### src/rtl/db_image_writer.sv
// rtl/db_image_writer.sv - segmented note-database image builder (size header + data per segment) into BRAM
// Optional: DB_WRITER_BASE_OUT_EN adds seg_base output (per-segment base address, Hk+1).
module db_image_writer #(
  parameter int DATA_W    = 24,
  parameter int ADDR_W    = 13,
  parameter int NUM_SEG   = 4,
  parameter int MEM_DEPTH = 8192
) (
  input  logic                      CLK,
  input  logic                      RESET,
  input  logic                      sig_write_on,
  output logic                      sig_write_done,
  output logic                      err_overflow,
  input  logic                      in_valid,
  output logic                      in_ready,
  input  logic [DATA_W-1:0]         in_data,
  input  logic                      in_last,
  input  logic                      in_nodata,
  output logic                      mem_en,
  output logic                      mem_we,
  output logic [ADDR_W-1:0]         mem_addr,
  output logic [DATA_W-1:0]         mem_din,
  output logic [ADDR_W-1:0]         total_words
`ifdef DB_WRITER_BASE_OUT_EN
  ,
  output logic [NUM_SEG*ADDR_W-1:0] seg_base
`endif
);

  localparam int SEG_W = (NUM_SEG > 1) ? $clog2(NUM_SEG) : 1;
  localparam logic [ADDR_W-1:0] LAST_ADDR = ADDR_W'(MEM_DEPTH - 1);
  localparam logic [SEG_W-1:0]  LAST_SEG  = SEG_W'(NUM_SEG - 1);

  typedef enum logic [2:0] {
    S_IDLE   = 3'd0,
    S_DATA   = 3'd1,
    S_HEADER = 3'd2,
    S_DONE   = 3'd3,
    S_ERR    = 3'd4
  } state_t;

  state_t              state_q, state_d;
  logic [ADDR_W-1:0]   hdr_addr_q, hdr_addr_d;
  logic [ADDR_W-1:0]   wr_ptr_q, wr_ptr_d;
  logic [ADDR_W-1:0]   count_q, count_d;
  logic [SEG_W-1:0]    seg_q, seg_d;
  logic                err_q, err_d;
  logic [ADDR_W-1:0]   total_q, total_d;
  logic                mem_we_q, mem_we_d;
  logic [ADDR_W-1:0]   mem_addr_q, mem_addr_d;
  logic [DATA_W-1:0]   mem_din_q, mem_din_d;
  logic                accept;

  assign in_ready       = (state_q == S_DATA);
  assign accept         = in_valid && in_ready;
  assign sig_write_done = (state_q == S_DONE) || (state_q == S_ERR);
  assign err_overflow   = err_q;
  assign total_words    = total_q;
  assign mem_we         = mem_we_q;
  assign mem_en         = mem_we_q;
  assign mem_addr       = mem_addr_q;
  assign mem_din        = mem_din_q;

  always_comb begin
    state_d    = state_q;
    hdr_addr_d = hdr_addr_q;
    wr_ptr_d   = wr_ptr_q;
    count_d    = count_q;
    seg_d      = seg_q;
    err_d      = err_q;
    total_d    = total_q;
    mem_we_d   = 1'b0;
    mem_addr_d = mem_addr_q;
    mem_din_d  = mem_din_q;

    case (state_q)
      S_IDLE: begin
        if (sig_write_on) begin
          state_d    = S_DATA;
          err_d      = 1'b0;
          total_d    = '0;
          hdr_addr_d = '0;
          wr_ptr_d   = ADDR_W'(1);
          count_d    = '0;
          seg_d      = '0;
        end
      end
      S_DATA: begin
        if (accept) begin
          if (!in_nodata) begin
            mem_we_d   = 1'b1;
            mem_addr_d = wr_ptr_q;
            mem_din_d  = in_data;
            wr_ptr_d   = wr_ptr_q + ADDR_W'(1);
            count_d    = count_q + ADDR_W'(1);
            // The final data word of the final segment may land on the top address; anything else there overflows.
            if ((wr_ptr_q >= LAST_ADDR) && !(in_last && (seg_q == LAST_SEG))) begin
              state_d = S_ERR;
              err_d   = 1'b1;
            end else if (in_last) begin
              state_d = S_HEADER;
            end
          end else if (in_last) begin
            state_d = S_HEADER;
          end
        end
      end
      S_HEADER: begin
        mem_we_d   = 1'b1;
        mem_addr_d = hdr_addr_q;
        mem_din_d  = DATA_W'(count_q);
        hdr_addr_d = wr_ptr_q;
        wr_ptr_d   = wr_ptr_q + ADDR_W'(1);
        count_d    = '0;
        if (seg_q == LAST_SEG) begin
          state_d = S_DONE;
          total_d = wr_ptr_q;
        end else begin
          state_d = S_DATA;
          seg_d   = seg_q + SEG_W'(1);
        end
      end
      S_DONE:  state_d = S_IDLE;
      S_ERR:   state_d = S_IDLE;
      default: state_d = S_IDLE;
    endcase
  end

  always_ff @(posedge CLK) begin
    if (RESET) begin
      state_q    <= S_IDLE;
      hdr_addr_q <= '0;
      wr_ptr_q   <= ADDR_W'(1);
      count_q    <= '0;
      seg_q      <= '0;
      err_q      <= 1'b0;
      total_q    <= '0;
      mem_we_q   <= 1'b0;
      mem_addr_q <= '0;
      mem_din_q  <= '0;
    end else begin
      state_q    <= state_d;
      hdr_addr_q <= hdr_addr_d;
      wr_ptr_q   <= wr_ptr_d;
      count_q    <= count_d;
      seg_q      <= seg_d;
      err_q      <= err_d;
      total_q    <= total_d;
      mem_we_q   <= mem_we_d;
      mem_addr_q <= mem_addr_d;
      mem_din_q  <= mem_din_d;
    end
  end

`ifdef DB_WRITER_BASE_OUT_EN
  logic [ADDR_W-1:0] base_q [NUM_SEG];
  logic [ADDR_W-1:0] base_d [NUM_SEG];

  always_comb begin
    for (int k = 0; k < NUM_SEG; k++) base_d[k] = base_q[k];
    if ((state_q == S_IDLE) && sig_write_on) begin
      for (int k = 0; k < NUM_SEG; k++) base_d[k] = '0;
    end else if (state_q == S_HEADER) begin
      base_d[seg_q] = hdr_addr_q + ADDR_W'(1);
    end
  end

  always_ff @(posedge CLK) begin
    for (int k = 0; k < NUM_SEG; k++) begin
      if (RESET) base_q[k] <= '0;
      else       base_q[k] <= base_d[k];
    end
  end

  for (genvar g = 0; g < NUM_SEG; g++) begin : g_base
    assign seg_base[g*ADDR_W +: ADDR_W] = base_q[g];
  end
`endif

endmodule

### config.mk
export PLATFORM = sky130hd
export DESIGN_NAME = db_image_writer
export DESIGN_NICKNAME = d
export VERILOG_FILES = /design/src/rtl/db_image_writer.sv
export SDC_FILE = /design/constraint.sdc
export NUM_CORES = 1
export LEC_CHECK = 0
export CAP_MARGIN = 10
export CORE_ASPECT_RATIO = 2
export CORE_UTILIZATION = 57
export CTS_BUF_LIST = sky130_fd_sc_hd__clkbuf_8
export CTS_CLUSTER_SIZE = 30
export DETAILED_ROUTE_END_ITERATION = 8
export PLACE_DENSITY = 0.84
export SYNTH_ARGS = -nofsm -noshare
export SYNTH_HDL_FRONTEND = slang
export SYNTH_SLANG_ARGS = --single-unit
### constraint.sdc
create_clock -name CLK -period 5.3 [get_ports CLK]
set_input_delay 1.59 -clock CLK [delete_from_list [all_inputs] [get_ports CLK]]
set_output_delay 1.59 -clock CLK [all_outputs]
set_load 0.03 [all_outputs]
==> summary.md, run 1 <==
| Metric | Value |
|---|---|
| Drc violations | `0` |
| Initial antenna violation count | `0` |
| Seq/Total Area, Yosys | `0.462` |
| Final period util | `0.724` |
| Post-layout util | `0.734` |
| Final Max Tran Viols | `0` |
| Via count | `3951` |
| Hold path depth | `2` |
| Crit path launch type | `flip-flop` |
| Critical path origin | `state_q[1]$_SDFFE_PP0P_` |
| Pre-CTS setup slack | `1.38 ns` |
| Setup TNS | `0 ns` |
| Sinks on Clock Net | `between 90 and 100` |
| Dominant synthesized flop cell | `dfxtp_1` |
| Cells on worst reg2reg path | `6` |
| Grt met1 use | `0.288` |
| FF-to-FF End | `mem_din[8]$_SDFFE_PP0P_` |
| Hold path startpoint | `total_words[10]$_SDFFE_PP0P_` |
| Gr ovfl total | `0` |
| Crit. End Element | `output port` |
| Maximum capacitance violations | `0` |
| Routed length per instance | `about 17 um` |
| Final Skew | `around 0.0094 ns` |
| Critical path type | `flip-flop to output port` |
| Global placement routability congestion | `0.947` |
| GR peak layer | `met2` |
| Initial drt markers | `between 200 and 250` |
| Area delta synth->final | `23.4%` |
| DP HPWL | `approximately 7700 um` |
| Inserted Clock Buffers | `9` |
| Synth warn | `0` |
| First-pass detailed-route iteration total | `4` |
| Unrepaired setup endpoints after global routing | `no` |
| Top cells by area, synth | `dfxtp_1 (46%), nand2_1 (8.0%), a311oi_1 (5.5%), nor2_1 (5.0%), a21oi_1 (4.8%)` |
| Row cnt | `43` |
| Worst skew pair latency | `approximately 0.37 ns` |
| First-pass GRT wire length | `around 18000 um` |
| Post-Syn Area | `about 4200 um^2` |
| Post-CTS sizing | `0` |
| Status | `finished, final reports clean` |
| Yosys reg bits | `96` |
| Die H | `123 um` |
| # hold bufs at CTS | `0` |
| Total Routing Usage GR | `0.293` |
| Die footprint | `7670 um^2` |
| Largest net degree at the start of global routing | `39` |
| Leak | `~1.7 nW` |
| Post-synth EDFFs | `0` |
| Final Hold Vio Count | `0` |
| Reg2reg setup slack | `around 2.6 ns` |
| Pwr per Cell Area | `around 260 nW/um^2` |
| CTS H-Tree Depth | `3` |
| Met3 usage | `0.0623` |
| Clock transition at the registers of the reported paths | `0.09 ns` |
| Met2 usage in global routing | `0.560` |
| Post-synth top area cell | `dfxtp_1` |
| CP Data Required Time | `roughly 3.7 ns` |
| VDD IR max | `around 0.26 mV` |
| Final WS setup | `1.46 ns` |
| Final net count | `roughly 600` |
| Cells after synthesis | `a little over 500` |
| CTS root buf | `clkbuf_8` |
| Vias per cell | `between 6 and 7` |
| Hold-critical path endpoint | `total_words[10]$_SDFFE_PP0P_` |
| Share of the synthesized area in the top cell type | `0.462` |
| WP data arrival | `2.25 ns` |
| Crit Path Max Fanout | `24` |
| Routed WL | `~11000 um` |
| IO buf count | `84` |
| Core box area | `between 6000 and 7000 um^2` |
| Diodes inserted | `0` |
| Antenna-violating nets left | `0` |
| CTS tree | `done` |
| Post-synth cell types | `47` |
| Clock Path Buffers | `2` |
| Ratio of cells with drive above 1 in the final layout | `0.0479` |
| Final setup viols | `0` |
| Hold Crit Class | `flip-flop to flip-flop` |
| IO Pins | `85` |
| Critical R2R Launch | `state_q[1]$_SDFFE_PP0P_` |
| Power, Total | `roughly 1.4 mW` |
| Fin crit period | `~3.8 ns` |
| Post-synth net total | `between 500 and 600` |
| Die width | `roughly 62 um` |
| Syn Area/Cell | `around 8 um^2` |
| Ys async rst share | `0` |
| Vias in the first global route | `slightly below 4000` |
| Initial Utilization | `0.595` |
| Fmax | `approximately 0.26 GHz` |
| Tightest Pin Transition | `around 1.1 ns` |
| Worst slew margin | `0.287` |
| Post-CTS setup buffer count | `0` |
## layout by cell type, fill, tap and decap left out, drive strengths merged, types with 11 or more instances in the layout
| cell type | instances |
|---|---|
| nand3 | 21 |
| clkbuf | 11 |
| a311oi | 26 |
| nand2 | 89 |
| clkdlybuf4s50 | 83 |
| o21ai | 12 |
| dfxtp | 96 |
| inv | 13 |
| a22oi | 13 |
| nand4 | 19 |
| xnor2 | 12 |
| a21oi | 40 |
| nor2 | 56 |
## state kept, by name, indices dropped and copies added (netlist names)
register      flops
hdr_addr_q       13
mem_addr         13
total_words      13
count_q          13
state_q           3
wr_ptr_q         13
seg_q             2
err_overflow      1
mem_en            1
mem_din          24
## report_power, final
part	internal [mW]	switching [mW]
Combinational	0.0630	0.0999
Clock	0.195	0.250
Sequential	0.736	0.0166
## critical path: stages (launching register included)
cell             delay (ns)
dfxtp_1                0.79
inv_1                  0.21
nand3_1                0.18
inv_1                  0.10
clkdlybuf4s50_1        0.60
## logic make-up after synthesis
family,Yosys count,share of synthesized area
simple gates,218,0.245
mux,1,0.00241
buf+inv,55,0.0553
fa+ha+maj,3,0.00902
compound gates,120,0.201
xor+xnor,12,0.0253
flops,96,0.462
## layout make-up
cell class / count / area [um^2]
Clock buffer: 11 / 151
Sequential cell: 96 / 1920
Inverter: 10 / 37.5
Multi-Input combinational cell: 354 / 2010
Fill cell: 567 / 1860
Clock inverter: 5 / 32.5
Tap cell: 90 / 113
Timing Repair Buffer: 88 / 866
## synth_stat cells, types with 2 or more instances
library cell   n
nor3_1         2
o211ai_1       2
and3_1         2
or3_1          9
a21oi_1       40
a22oi_1       13
buf_2         12
a2111oi_0      3
nand3b_1       2
a211o_1        3
a211oi_1       7
or4_1          4
nor2_1        55
o31ai_1        3
dfxtp_1       96
or2_1          2
nand2_1       89
buf_4          2
nand4b_1       2
a21o_1         2
nand2b_1       4
clkbuf_1      25
nand3_1       21
a2111oi_2      3
ha_1           3
o21ai_0       12
buf_1          5
inv_1         10
a311oi_1      26
xnor2_1       12
nand4_1       18
## layer usage
| layer | vias up | wire, um | share of wire |
|---|---|---|---|
| li1 | 1905 | - | - |
| met1 | 1882 | 4030 | 0.37 |
| met4 | 0 | 433 | 0.040 |
| met2 | 128 | 6030 | 0.55 |
| met3 | 36 | 459 | 0.042 |
| met5 | - | 0 | 0 |
## per-stage QoR
stage          instances  hold WS, ns  instance area [um^2]
3_3_place_gp         638        0.447                  4950
4_1_cts              654        0.464                  5140
6_report             654        0.465                  5140
3_5_place_dp         638        0.451                  4950
5_1_grt              654        0.490                  5140
2_1_floorplan        505        0.453                  4160
## worst max-delay path by stage
stage / endpoint / slack [ns] / cells after the start
floorplan: sig_write_done / 2.32 / 4
global placement: mem_addr[4]$_SDFFE_PP0P_ / 1.49 / 7
detailed placement: mem_addr[12]$_SDFFE_PP0P_ / 1.38 / 7
CTS: in_ready / 1.49 / 4
global route: in_ready / 1.33 / 4
finish: in_ready / 1.46 / 4
No activity file was read; power rests on OpenSTA's default activity.
==> run 2, diff against run 1 <==
--- a/config.mk
+++ b/config.mk
@@ -7,11 +7,11 @@
 export LEC_CHECK = 0
 export CAP_MARGIN = 10
 export CORE_ASPECT_RATIO = 2
-export CORE_UTILIZATION = 57
+export CORE_UTILIZATION = 48
 export CTS_BUF_LIST = sky130_fd_sc_hd__clkbuf_8
 export CTS_CLUSTER_SIZE = 30
 export DETAILED_ROUTE_END_ITERATION = 8
-export PLACE_DENSITY = 0.84
+export PLACE_DENSITY = 0.75
 export SYNTH_ARGS = -nofsm -noshare
 export SYNTH_HDL_FRONTEND = slang
 export SYNTH_SLANG_ARGS = --single-unit
==> constraint.sdc (replaced) <==
create_clock -name CLK -period 3.35 [get_ports CLK]
set_input_delay 1.005 -clock CLK [delete_from_list [all_inputs] [get_ports CLK]]
set_output_delay 1.005 -clock CLK [all_outputs]
set_load 0.03 [all_outputs]
==> run 2 against run 1 <==
Sequential power increased by 58%. Flip-flop and latch count stayed put. Worst hold slack got worse by 0.0041 ns. Utilization down 11 points. Clock skew rose by 0.00095 ns. Critical path type unchanged. Critical endpoint unchanged. Largest cell class unchanged.
==> summary.md, run 2 (same netlist as run 1, synthesis figures left out) <==
| Metric | Value |
|---|---|
| Via count | `roughly 4000` |
| Clock Path Buffers | `2` |
| Initial drt markers | `between 200 and 300` |
| Inserted Clock Buffers | `9` |
| Post-CTS sizing | `0` |
| IO Pins | `85` |
| Core box area | `around 8400 um^2` |
| Worst slew margin | `0.334` |
| Most frequent cells in the layout | `dfxtp_1 (96), nand2_1 (89), clkdlybuf4s50_1 (83)` |
| Hold Crit Class | `flip-flop to flip-flop` |
| Largest register FFs | `24` |
| DP HPWL | `7830 um` |
| Gr ovfl total | `0` |
| Ratio of cells with drive above 1 in the final layout | `0.0663` |
| Critical path type | `flip-flop to output port` |
| Die H | `134 um` |
| Final period util | `0.867` |
| VDD IR max | `about 0.25 mV` |
| Initial antenna violation count | `0` |
| Vias per cell | `between 5 and 6` |
| Unrepaired setup endpoints after global routing | `no` |
| Most common cell after layout, fill and taps aside | `dfxtp_1` |
| Largest net degree at the start of global routing | `49` |
| Crit. End Element | `output port` |
| First-pass GRT wire length | `around 18000 um` |
| CP endpoint | `in_ready` |
| Routed length per instance | `16.6 um` |
| Initial Utilization | `0.498` |
| WP data arrival | `approximately 1.9 ns` |
| Critical path origin | `state_q[0]$_SDFFE_PP0P_` |
| Reg2reg setup slack | `1.24 ns` |
| Vias in the first global route | `roughly 4000` |
| Final Skew | `just over 0.01 ns` |
| Fmax | `about 0.34 GHz` |
| Antenna-violating nets left | `0` |
| CTS root buf | `clkbuf_8` |
| Pwr per Cell Area | `approximately 420 nW/um^2` |
| Worst path cell trace | `nand3_1 > inv_1 > clkdlybuf4s50_1` |
| Routed WL | `11100 um` |
| Global placement routability congestion | `about 0.87` |
| Row cnt | `47` |
| Drc violations | `0` |
| Die width | `between 60 and 70 um` |
| Final setup viols | `0` |
| CTS tree | `done` |
| Final WS setup | `about 0.45 ns` |
| Crit Path Max Fanout | `12` |
| Pre-CTS setup slack | `0.457 ns` |
| Die footprint | `9070 um^2` |
| Post-CTS setup buffer count | `0` |
| Diodes inserted | `0` |
| Leak | `1.72 nW` |
| Fin crit period | `between 2 and 3 ns` |
| # hold bufs at CTS | `0` |
| Crit path max-delay cell type | `clkdlybuf4s50_1` |
| Crit path launch type | `flip-flop` |
| Cells on worst reg2reg path | `4` |
| Total Routing Usage GR | `0.266` |
| Worst skew pair latency | `approximately 0.37 ns` |
| Clock transition at the registers of the reported paths | `about 0.09 ns` |
| Critical R2R Launch | `state_q[0]$_SDFFE_PP0P_` |
| Tightest Pin Transition | `about 0.99 ns` |
| Status | `finished, final reports clean` |
| Maximum capacitance violations | `0` |
| First-pass detailed-route iteration total | `4` |
| CTS H-Tree Depth | `3` |
| IO buf count | `84` |
| Sinks on Clock Net | `96` |
| FF-to-FF End | `mem_din[0]$_SDFFE_PP0P_` |
| Final Max Tran Viols | `0` |
| Crit path largest cell delay | `about 0.68 ns` |
| Final net count | `approximately 600` |
| Final Hold Vio Count | `0` |
| Area delta synth->final | `25.3%` |
| CP Data Required Time | `roughly 2.3 ns` |
| Setup TNS | `0 ns` |
run 2: cell types whose count changed in the layout (fill, tap and decap cells not counted):
cell / before / now
inv_1: 12 / 10
clkbuf_8: 11 / 10
clkinv_4: 1 / 2
buf_4: 4 / 14
clkinvlp_4: 1 / 2
run 2: worst min path at each step:
stage	from	endpoint	slack [ns]	depth (start not counted)
global route	total_words[6]$_SDFFE_PP0P_	total_words[6]$_SDFFE_PP0P_	0.49	2
detailed placement	total_words[11]$_SDFFE_PP0P_	total_words[11]$_SDFFE_PP0P_	0.45	2
global placement	total_words[0]$_SDFFE_PP0P_	total_words[0]$_SDFFE_PP0P_	0.45	2
floorplan	seg_q[1]$_SDFFE_PP0P_	seg_q[1]$_SDFFE_PP0P_	0.45	2
CTS	total_words[8]$_SDFFE_PP0P_	total_words[8]$_SDFFE_PP0P_	0.46	2
finish	total_words[10]$_SDFFE_PP0P_	total_words[10]$_SDFFE_PP0P_	0.46	2
run 2: metal layers:
metal  vias to the layer above  wire length, um  GRT usage
li1                       1934                -          -
met3                        31              446     0.0582
met4                         0              330      0.117
met2                        99             6150      0.464
met1                      1947             4220      0.294
met5                         -                0          0
run 2: layout make-up:
type	instances	area (um^2)
sequential	96	1920
inverter	10	37.5
multi-input combinational	354	2010
tap	98	123
clock inverter	5	41.3
fill	776	3130
clock buffer	10	138
timing repair buffer	98	941
run 2: worst max-delay path: cells and delay by family (launching register included):
family        cells  cell delay (ns)
flops             1             0.55
simple gates      1             0.17
buf+inv           2             0.81
run 2: where the power goes:
group / leakage (nW) / internal [mW] / switching [mW]
clock: 0.0850 / 0.291 / 0.414
sequential: 0.775 / 1.16 / 0.0235
combinational: 0.857 / 0.109 / 0.163
run 2: per-stage QoR:
step	total power, mW	std cells	hold WS [ns]	instance area (um^2)	utilization
CTS	2.18	671	0.464	5220	0.625
global placement	1.48	656	0.446	5040	0.603
detailed placement	1.49	656	0.449	5040	0.603
global route	2.25	671	0.485	5220	0.625
finish	2.17	671	0.461	5220	0.625
floorplan	1.37	505	0.453	4160	-
==> run 3, diff against run 2 <==
--- a/config.mk
+++ b/config.mk
@@ -6,12 +6,12 @@
 export NUM_CORES = 1
 export LEC_CHECK = 0
 export CAP_MARGIN = 10
-export CORE_ASPECT_RATIO = 2
-export CORE_UTILIZATION = 48
+export CORE_UTILIZATION = 57
 export CTS_BUF_LIST = sky130_fd_sc_hd__clkbuf_8
 export CTS_CLUSTER_SIZE = 30
 export DETAILED_ROUTE_END_ITERATION = 8
-export PLACE_DENSITY = 0.75
+export PLACE_DENSITY = 0.84
 export SYNTH_ARGS = -nofsm -noshare
 export SYNTH_HDL_FRONTEND = slang
 export SYNTH_SLANG_ARGS = --single-unit
+export TNS_END_PERCENT = 20
==> constraint.sdc (replaced) <==
create_clock -name CLK -period 3.6 [get_ports CLK]
set_input_delay 1.08 -clock CLK [delete_from_list [all_inputs] [get_ports CLK]]
set_output_delay 1.08 -clock CLK [all_outputs]
set_load 0.03 [all_outputs]
==> run 3 against run 2 <==
Die area is 16% lower. Worst hold slack worse by 0.00086 ns. Combinational power is 9.6% lower. Cell area is 0.12% lower. Critical path depth is 1 higher. Non-clock buffer count is 5 lower. Flip-flop and latch count stayed put. Clock power is 7.0% higher. Sequential share of layout area hardly changed. Sequential power is 7% lower. Critical path type unchanged.
==> summary.md, run 3 (same netlist as run 1, synthesis figures left out) <==
| Metric | Value |
|---|---|
| Status | `finished, final reports clean` |
| Clock transition at the registers of the reported paths | `~0.09 ns` |
| Final net count | `approximately 600` |
| Critical path buffers and inverters | `3` |
| CP Data Required Time | `2.52 ns` |
| CTS H-Tree Depth | `3` |
| Total Routing Usage GR | `0.289` |
| Final Hold Vio Count | `0` |
| Hold Worst Slack | `roughly 0.46 ns` |
| Crit path launch type | `flip-flop` |
| Hold path startpoint | `total_words[10]$_SDFFE_PP0P_` |
| Largest net degree at the start of global routing | `between 40 and 50` |
| Critical R2R Launch | `state_q[1]$_SDFFE_PP0P_` |
| Ratio of cells with drive above 1 in the final layout | `0.0562` |
| Via count | `3998` |
| Die H | `between 80 and 90 um` |
| Vias in the first global route | `3674` |
| Sinks on Clock Net | `96` |
| Worst skew pair latency | `around 0.36 ns` |
| Post-layout util | `0.754` |
| Cells on worst reg2reg path | `6` |
| Worst path cell trace | `inv_1 > nand3_1 > inv_1 > clkdlybuf4s50_1` |
| Gr ovfl total | `0` |
| CTS tree | `done` |
| Core box area | `about 6900 um^2` |
| Post-CTS sizing | `0` |
| Crit path largest cell delay | `between 0.7 and 0.8 ns` |
| Routed length per instance | `16.0 um` |
| Initial Utilization | `0.603` |
| WP data arrival | `between 2 and 2.5 ns` |
| Critical path type | `flip-flop to output port` |
| # hold bufs at CTS | `0` |
| Final Skew | `approximately 0.013 ns` |
| Hold Crit Class | `flip-flop to flip-flop` |
| Leak | `between 1.5 and 2 nW` |
| Setup TNS | `0 ns` |
| First-pass detailed-route iteration total | `4` |
| IO buf count | `84` |
| Global placement routability congestion | `approximately 0.89` |
| Vias per cell | `approximately 6.0` |
| CTS root buf | `clkbuf_8` |
| Critical path origin | `state_q[1]$_SDFFE_PP0P_` |
| First-pass GRT wire length | `17200 um` |
| Pint | `1.57 mW` |
| Final period util | `0.912` |
| Maximum capacitance violations | `0` |
| Crit. End Element | `output port` |
| Worst slew margin | `0.298` |
| Final setup viols | `0` |
| Drc violations | `0` |
| Final Max Tran Viols | `0` |
| DP HPWL | `just over 7000 um` |
| Crit path max-delay cell type | `dfxtp_1` |
| Crit Path Max Fanout | `24` |
| Power share of the clock group | `0.358` |
| Row cnt | `30` |
| Switching Fraction | `0.256` |
| VDD IR max | `about 0.3 mV` |
| Largest register FFs | `24` |
| Die width | `between 80 and 90 um` |
| Cell repeated most along the worst path | `inv_1` |
| Most frequent cells in the layout | `dfxtp_1 (96), nand2_1 (89), clkdlybuf4s50_1 (83)` |
| Antenna-violating nets left | `0` |
| Initial drt markers | `213` |
| Diodes inserted | `0` |
| Sw Pwr | `0.540 mW` |
| Die footprint | `approximately 7600 um^2` |
| Initial antenna violation count | `0` |
| Post-CTS setup buffer count | `0` |
| Fin crit period | `3.28 ns` |
| Inserted Clock Buffers | `9` |
| Routed WL | `10700 um` |
| WP depth | `4` |
| IO Pins | `85` |
| Pwr per Cell Area | `slightly above 400 nW/um^2` |
| Sequential share of power | `0.525` |
| Tightest Pin Transition | `~1.0 ns` |
| Fmax | `~0.3 GHz` |
| Area delta synth->final | `25.2%` |
| Hold path depth | `2` |
| Clock Path Buffers | `2` |
| Most common cell after layout, fill and taps aside | `dfxtp_1` |
| Unrepaired setup endpoints after global routing | `no` |
| Top Family by Delay on Critical Path | `buffers and inverters` |
| Combinational cell fraction of total power | `0.117` |
-- run 3: cell count changes in the layout (fill, tap and decap cells not counted) --
cell	previous run	this run
clkinvlp_4	2	1
inv_1	10	12
clkbuf_8	10	9
inv_6	1	0
clkinv_2	0	1
buf_4	14	9
clkinv_4	2	1
bufinv_16	0	2
-- run 3: power by group through the flow --
stage               combinational [mW]  sequential [mW]  clock, mW
floorplan                        0.120             1.15          0
global placement                 0.239             1.13          0
detailed placement               0.243             1.13          0
CTS                              0.245             1.11      0.760
global route                     0.266             1.11      0.810
finish                           0.246             1.11      0.754
-- run 3: cell type report --
| cell class | count | area (um^2) |
|---|---|---|
| clock buffer | 9 | 124 |
| tap | 96 | 120 |
| sequential | 96 | 1920 |
| fill | 561 | 1700 |
| multi-input combinational | 354 | 2010 |
| clock inverter | 7 | 88.8 |
| inverter | 10 | 37.5 |
| timing repair buffer | 93 | 903 |
-- run 3: final timing paths --
path                                   to  slack [ns]
max                              in_ready        0.32
min          total_words[10]$_SDFFE_PP0P_        0.46
max reg2reg      mem_addr[6]$_SDFFE_PP0P_        1.19
min reg2reg  total_words[10]$_SDFFE_PP0P_        0.46
-- run 3: through the flow --
stage	worst slack [ns]	cells	cell area [um^2]	power [mW]
global route	0.194	665	5210	2.19
detailed placement	0.510	649	5000	1.37
finish	0.316	665	5210	2.11
CTS	0.365	665	5210	2.11
global placement	0.616	649	5000	1.37
floorplan	1.13	505	4160	1.27
-- run 3: layer usage --
layer  vias to the layer above  track usage  wire (um)
li1                       1915            -          -
met1                      1922        0.388       4750
met2                       143        0.464       5140
met3                        18       0.0389        606
met4                         0        0.131        166
met5                         -            0          0
-- run 3: worst min-delay path, stage by stage (launching register included) --
cell     delay, ns
dfxtp_1       0.32
nand2_1       0.05
a21oi_1       0.05
